### src/rtl/pipe_skid_reg.sv
// Elastic two-entry pipeline register (main + skid) with valid/ready on both sides.
// All outputs are decoded from registers only, so stalls do not create long comb paths
// between adjacent pipeline stages.
module pipe_skid_reg #(
  parameter int unsigned DATA_W   = 69,
  parameter int unsigned CTRL_W   = 4,
  parameter bit          CLR_CTRL = 1'b1
) (
  input  logic              clk_i,
  input  logic              start_i,
  input  logic              flush_i,
  input  logic              up_valid_i,
  output logic              up_ready_o,
  input  logic [CTRL_W-1:0] up_ctrl_i,
  input  logic [DATA_W-1:0] up_data_i,
  output logic              dn_valid_o,
  input  logic              dn_ready_i,
  output logic [CTRL_W-1:0] dn_ctrl_o,
  output logic [DATA_W-1:0] dn_data_o,
  output logic [1:0]        occ_o
);

  // Encoding equals occupancy, so occ_o is the state register itself.
  typedef enum logic [1:0] {
    StEmpty = 2'd0,
    StOne   = 2'd1,
    StFull  = 2'd2
  } state_e;

  state_e state_q, state_d;

  logic [CTRL_W-1:0] main_ctrl_q, skid_ctrl_q;
  logic [DATA_W-1:0] main_data_q, skid_data_q;

  logic main_valid, stage_ready;
  logic accept, send;
  logic ld_main_up, ld_main_skid, ld_skid_up, clr_main_ctrl, clr_skid_ctrl;

  assign main_valid  = (state_q != StEmpty);
  assign stage_ready = (state_q != StFull);
  assign accept      = up_valid_i & stage_ready;
  assign send        = main_valid & dn_ready_i;

  // State register; reset wins over everything else.
  always_ff @(posedge clk_i) begin
    if (!start_i) begin
      state_q <= StEmpty;
    end else begin
      state_q <= state_d;
    end
  end

  // Next-state logic: occupancy bookkeeping, flush collapses to empty.
  always_comb begin
    state_d = state_q;
    if (flush_i) begin
      state_d = StEmpty;
    end else begin
      unique case (state_q)
        StEmpty: if (accept) state_d = StOne;
        StOne: begin
          if (send && !accept)      state_d = StEmpty;
          else if (accept && !send) state_d = StFull;
        end
        StFull:  if (send) state_d = StOne;
        default: state_d = StEmpty;
      endcase
    end
  end

  // Output decode: purely from registers.
  always_comb begin
    up_ready_o = stage_ready;
    dn_valid_o = main_valid;
    dn_ctrl_o  = main_ctrl_q;
    dn_data_o  = main_data_q;
    occ_o      = state_q;
  end

  // Datapath steering. Loads are gated by accept so X on idle upstream payload never enters.
  always_comb begin
    ld_main_up    = !flush_i && accept && ((state_q == StEmpty) || send);
    ld_main_skid  = !flush_i && send && (state_q == StFull);
    ld_skid_up    = !flush_i && accept && !send && (state_q == StOne);
    // Any move to "no valid beat" turns the exposed control into a NOP.
    clr_main_ctrl = CLR_CTRL && (state_d == StEmpty);
    clr_skid_ctrl = CLR_CTRL && flush_i;
  end

  // Main register: refilled from upstream or from skid; ctrl cleared on bubble.
  always_ff @(posedge clk_i) begin
    if (!start_i) begin
      main_ctrl_q <= '0;
      main_data_q <= '0;
    end else begin
      if (ld_main_up) begin
        main_data_q <= up_data_i;
      end else if (ld_main_skid) begin
        main_data_q <= skid_data_q;
      end
      if (clr_main_ctrl) begin
        main_ctrl_q <= '0;
      end else if (ld_main_up) begin
        main_ctrl_q <= up_ctrl_i;
      end else if (ld_main_skid) begin
        main_ctrl_q <= skid_ctrl_q;
      end
    end
  end

  // Skid register: catches the beat that arrives while main is stalled.
  always_ff @(posedge clk_i) begin
    if (!start_i) begin
      skid_ctrl_q <= '0;
      skid_data_q <= '0;
    end else begin
      if (ld_skid_up) begin
        skid_data_q <= up_data_i;
      end
      if (clr_skid_ctrl) begin
        skid_ctrl_q <= '0;
      end else if (ld_skid_up) begin
        skid_ctrl_q <= up_ctrl_i;
      end
    end
  end

endmodule
### config.mk
export PLATFORM = sky130hd
export DESIGN_NAME = pipe_skid_reg
export DESIGN_NICKNAME = d
export VERILOG_FILES = /design/src/rtl/pipe_skid_reg.sv
export SDC_FILE = /design/constraint.sdc
export NUM_CORES = 1
export LEC_CHECK = 0
export CELL_PAD_IN_SITES_DETAIL_PLACEMENT = 0
export CELL_PAD_IN_SITES_GLOBAL_PLACEMENT = 1
export CORE_ASPECT_RATIO = 0.7
export CORE_MARGIN = 5
export CORE_UTILIZATION = 39
export DETAILED_ROUTE_END_ITERATION = 8
export GPL_ROUTABILITY_DRIVEN = 0
export HOLD_SLACK_MARGIN = 0.03
export PLACE_DENSITY = 0.87
export SLEW_MARGIN = 20
export SYNTH_ARGS = -nofsm -noshare
export SYNTH_HDL_FRONTEND = slang
export SYNTH_SLANG_ARGS = --single-unit
export TNS_END_PERCENT = 50
### constraint.sdc
create_clock -name clk_i -period 2.8 [get_ports clk_i]
set_input_delay 0.42 -clock clk_i [delete_from_list [all_inputs] [get_ports clk_i]]
set_output_delay 0.42 -clock clk_i [all_outputs]
set_load 0.05 [all_outputs]
After elaboration in Yosys (flattened, before gate mapping)

Index checks and enable logic that the tools add are counted.

Bits in registers: 148
Word-level logic and storage cells: 39
Memories: 0
Bits in latches: 0
Output and inout bits: 77
Bits in read-only memories: 0
RAM bits: 0

Equal/unequal tests: 3
Shift operators: 0
Reduce and logical (&&, ||, !) cells: 18
$add $sub $neg: 0
Muxes and demuxes: 10
Multiply operators: 0
$lt $le $gt $ge: 0
Bitwise gates (word level): 3
Divide/modulo/power cells: 0

Operators by type and width:

| cell                                                 | count |
|---|---|
| 2-to-1 mux 69 bit                                    | 2 |
| 2-to-1 mux 2 bit                                     | 5 |
| logical AND 1 bit                                    | 8 |
| 2-to-1 mux 4 bit                                     | 2 |
| one-hot mux 2 bit (3 select lines)                   | 1 |
| zero test 2 bit                                      | 2 |
| nonzero test 2 bit                                   | 2 |
| OR reduction 2 bit                                   | 2 |
| zero test 1 bit                                      | 3 |
| bitwise AND 1 bit                                    | 2 |
| equality test 2 x 1 -> 1 bit (second input constant) | 1 |
| equality test 2 bit (second input constant)          | 1 |
| inequality test 2 bit (second input constant)        | 1 |
| logical OR 1 bit                                     | 1 |
| NOT 1 bit                                            | 1 |

Logic depth before layout (Yosys ltp)

Word-level depth: 10
Depth in mapped cells: 6
Depth with buffers taken out: 3

Worst setup path after synthesis

No wires, ideal clock.

Path type: register -> register
Start point: register state_q[0], in the netlist occ_o[0]
End point: register main_data_q[39], in the netlist dn_data_o[39]
Period minus slack after synthesis: 1,758 ps
Stages on the path, launching flop included: 6
Buffers on the path: 2
Path slack: 1,042 ps
Data required time: 2,709 ps
Data arrival time: 1,667 ps
Path through: dfxtp_1 > buf_2 > or2_1 > buf_2 > a211oi_1 > a311oi_1

Cells in the longest elaborated chain, start to end: 5

RTL lines:

| what                                                           | RTL line | source |
|---|---|---|
| from (decl)                                                    | 30       | `state_e state_q, state_d;` |
| from (signal assigned)                                         | 47       | `state_q <= StEmpty;` |
| from (signal assigned)                                         | 49       | `state_q <= state_d;` |
| nonzero test 2 bit (*)                                         | 39       | `assign main_valid = (state_q != StEmpty);` |
| named net dn_valid_o                                           | 16       | `output logic dn_valid_o,` |
| bitwise AND 1 bit (*)                                          | 42       | `assign send = main_valid & dn_ready_i;` |
| logical OR 1 bit / logical AND 1 bit (equally long branches)   | 82, 83   |  |
| logical AND 1 bit, on equally long branches                    | 82, 83   |  |
| 2-to-1 mux 69 bit / nonzero test 2 bit (equally long branches) | -        |  |
| to (signal assigned)                                           | 97       | `main_data_q <= up_data_i;` |
| to (signal assigned)                                           | 99       | `main_data_q <= skid_data_q;` |
| to (decl)                                                      | 33       | `logic [DATA_W-1:0] main_data_q, skid_data_q;` |

Mark *: on every way through the listed nets, which the timed path passes. The rest lies on a longest branch.
A chain may end at the register's enable or synchronous reset.

Worst setup path after layout

Start point: register state_q[0], in the netlist occ_o[0]
End point: output port up_ready_o

Cells in the longest elaborated chain, start to end: 1

RTL lines:

| what                  | RTL line | source |
|---|---|---|
| inequality test 2 bit | 40       | `assign stage_ready = (state_q != StFull);` |
| to (decl)             | 13       | `output logic up_ready_o,` |

Every way passes these cells.

==> results.toml <==
[synth]
async_flop_share_pct = 0
yosys-top-cells-area = "dfxtp_1 46%, a311oi_1 10%, a211oi_1 8.7%"
yosysTopAreaCell = "dfxtp_1"
synth_ff_type = "dfxtp_1"
synthesis.nets = 853
yosys-top-cells-count = "148 x dfxtp_1, 147 x nand2_1, 74 x a211oi_1, 74 x a21oi_1"
synth_cell_type_count = 23
synth_seq_area_share_pct = 46.3
synth_edf_count = 0
ys_ff_latch = 148
avgSynthCellArea_um2 = 8.26
yosysMostFrequentCell = "dfxtp_1"
synth.top_cell.area_share_pct = 46.3
syn_inst = 775
ys.warnings.count = 0
syn_area_um2 = 6400

[critical_path]
crit_path_max_incr_delay_ps = 880
crit_path_end_kind = "primary output"
rrSetupSlack_ps = 790
path_cells = "nand2b_1 -> clkdlybuf4s50_1"
ff2ff_path_depth = 4
r2r_start = "occ_o[1]$_SDFF_PN0_"
path_buf_inv = 1
arrival_ps = 1990
crit_required_ps = 2380
criticalPathCategory = "flop to primary output"
cp_top_family = "buffers and inverters"
r2r_end = "dn_data_o[46]$_SDFFE_PN0P_"
critPathMaxFanout = 11
startpoint_type = "flop"
cpMaxStageDelayCell = "clkdlybuf4s50_1"

[global_routing]
grt_usage_pct = 21.7
grt_pass1_wl_mm = 33.4
antenna_found_initial = 0
grt_start_max_net_pins = 49
gr-total-overflow = 0
grt_pass1_vias = 6147

[outcome]
status = "finished clean"

[timing]
max_freq_mhz = 415
grt_setup_unrepaired = "no"
tightest_slew_ps = 625
hold_viol = 0
max-slew-margin-rel_pct = 58.3
tns_ps = 0
fin_worst_skew_ps = 9.26
layout_min_cycle_time_ps = 2410
maxSlewViolCount = 0
setup_violations = 0
min_period_over_period_pct = 86.0

[clock_network]
cts_resized = 0
h-tree-depth = 4
clk_latency_ps = 410
cts-root-buf = "clkbuf_16"
clock-sinks = 148
cts_buffer_depth = 2
cts_tree = "built"
post-cts-setup-buffers = 0
cts_buffers = 17
cts.clk_slew.worst_paths_ps = 50
ctsHoldBuffers = 0

[floorplanning]
row_count = 39
start_util_pct = 39.5
fp.dieW_um = 163
core_area_um2 = 16200
io_pins = 155
dieHeight_um = 117
dieArea_um2 = 19100

[place]
placed_cell_area_um2 = 8050
dp.final_hpwl_mm = 12.6
io_buffers = 154

[power]
power.total_mw = 5.18
p_leak_nw = 2.66
netSwitchingFraction_pct = 28.1
pwr-share-seq_pct = 43.2
p_int_mw = 3.72
combPwrFrac_pct = 16.5
power_density_nw_per_um2 = 603
clock_power_share_pct = 40.3
ir_drop_mv = 0.325
p_switching_mw = 1.46

[routing]
vias_per_cell = 5.73
drt_first_pass_iters = 6
num_vias = 6385
antenna_left = 0
wire_per_inst_um = 19.0
drt-initial-drc-count = 600
drc = 0
finalWirelength_mm = 21.1

[finish]
n_antenna_cell = 0
fin_nets = 956
layout-drive-gt1-share_pct = 7.31
area_growth_pct = 34.2
fin_area_um2 = 8590

[flow_run]
cap_violations = 0

[worst_hold_path]
whs_path_depth = 2
min_from = "skid_data_q[2]$_SDFFE_PN0P_"
hold_end = "skid_data_q[2]$_SDFFE_PN0P_"
hold_path.class = "flop to flop"
## worst max-delay path by stage
stage / startpoint / to / slack [ps] / cells after the start
after detailed placement: flush_i / dn_data_o[31]$_SDFFE_PN0P_ / 430 / 5
after global routing: occ_o[0]$_SDFF_PN0_ / up_ready_o / 330 / 2
final: occ_o[0]$_SDFF_PN0_ / up_ready_o / 390 / 2
after floorplan: occ_o[0]$_SDFF_PN0_ / dn_data_o[39]$_SDFFE_PN0P_ / 1040 / 5
after global placement: flush_i / dn_data_o[45]$_SDFFE_PN0P_ / 490 / 5
after CTS: occ_o[0]$_SDFF_PN0_ / up_ready_o / 380 / 2
## metal layers
layer	share of wire, %	GRT usage, %	vias up
met2	44	32.3	248
met3	7.9	5.15	12
met5	0	0	-
met4	0.91	5.64	0
li1	-	-	3067
met1	48	31.8	3058
## cell type report
cell class / instances / area, um2
multi-input cells: 530 / 2990
inverters: 1 / 6.26
flip-flops and latches: 148 / 2960
well taps: 225 / 282
fillers: 1524 / 7610
clock buffers: 20 / 447
repair buffers: 180 / 1810
clock inverters: 10 / 86.3
## cells in the final DEF, fill, tap and decap left out
cell type / Yosys / final
clkinv_2: 0 / 5
nand2b_1: 4 / 3
clkbuf_16: 0 / 17
clkinvlp_4: 0 / 3
nand3b_1: 1 / 1
clkbuf_1: 50 / 2
buf_4: 4 / 21
nor2_4: 0 / 1
inv_4: 0 / 1
clkbuf_8: 0 / 1
nand2_1: 147 / 146
nor2_1: 4 / 3
nand3_1: 73 / 73
a221o_1: 1 / 1
and4bb_4: 0 / 1
a211oi_1: 74 / 74
a311oi_1: 73 / 73
and3b_2: 0 / 1
a21oi_1: 74 / 74
buf_12: 0 / 6
nand4bb_4: 0 / 1
bufinv_16: 0 / 1
nand2b_2: 0 / 1
nand2_2: 0 / 1
o21ai_0: 73 / 73
or2_2: 1 / 2
dfxtp_1: 148 / 148
clkdlybuf4s50_1: 0 / 153
a21o_2: 0 / 1
clkinv_4: 0 / 1
## metrics by stage
step / instances / hold slack [ps] / setup slack (ps) / utilization, %
CTS: 1114 / 475 / 383 / 53.0
global placement: 1084 / 461 / 495 / 49.7
floorplan: 775 / 454 / 1040 / -
detailed placement: 1084 / 466 / 430 / 49.7
finish: 1114 / 475 / 392 / 53.0
global route: 1114 / 493 / 328 / 53.0
## worst register-to-register path, stage by stage (launching register included)
cell      delay (ps)
dfxtp_1          530
or2_2            600
a21o_2           270
buf_4            320
a311oi_1         160
## sequential cells by signal, indices dropped and copies added, names as in the netlist
| signal | cells |
|---|---|
| skid_ctrl_q | 4 |
| skid_data_q | 69 |
| dn_data_o | 69 |
| dn_ctrl_o | 4 |
| occ_o | 2 |
## logic make-up (layout without fill, tap and decap cells)
family	after synthesis	in the layout	synth area share [%]
buf+inv	97	211	7.47
simple gates	234	234	15.8
flops	148	148	46.3
compound gates	296	296	30.4
## power by group through the flow
stage          combinational, mW  clock [mW]  sequential [mW]
2_1_floorplan              0.247           0             2.52
3_5_place_dp               0.852           0             2.28
4_1_cts                    0.854        2.13             2.24
3_3_place_gp               0.850           0             2.28
6_report                   0.856        2.09             2.24
5_1_grt                    0.900        2.21             2.24
No activity file was read; power rests on OpenSTA's default activity.
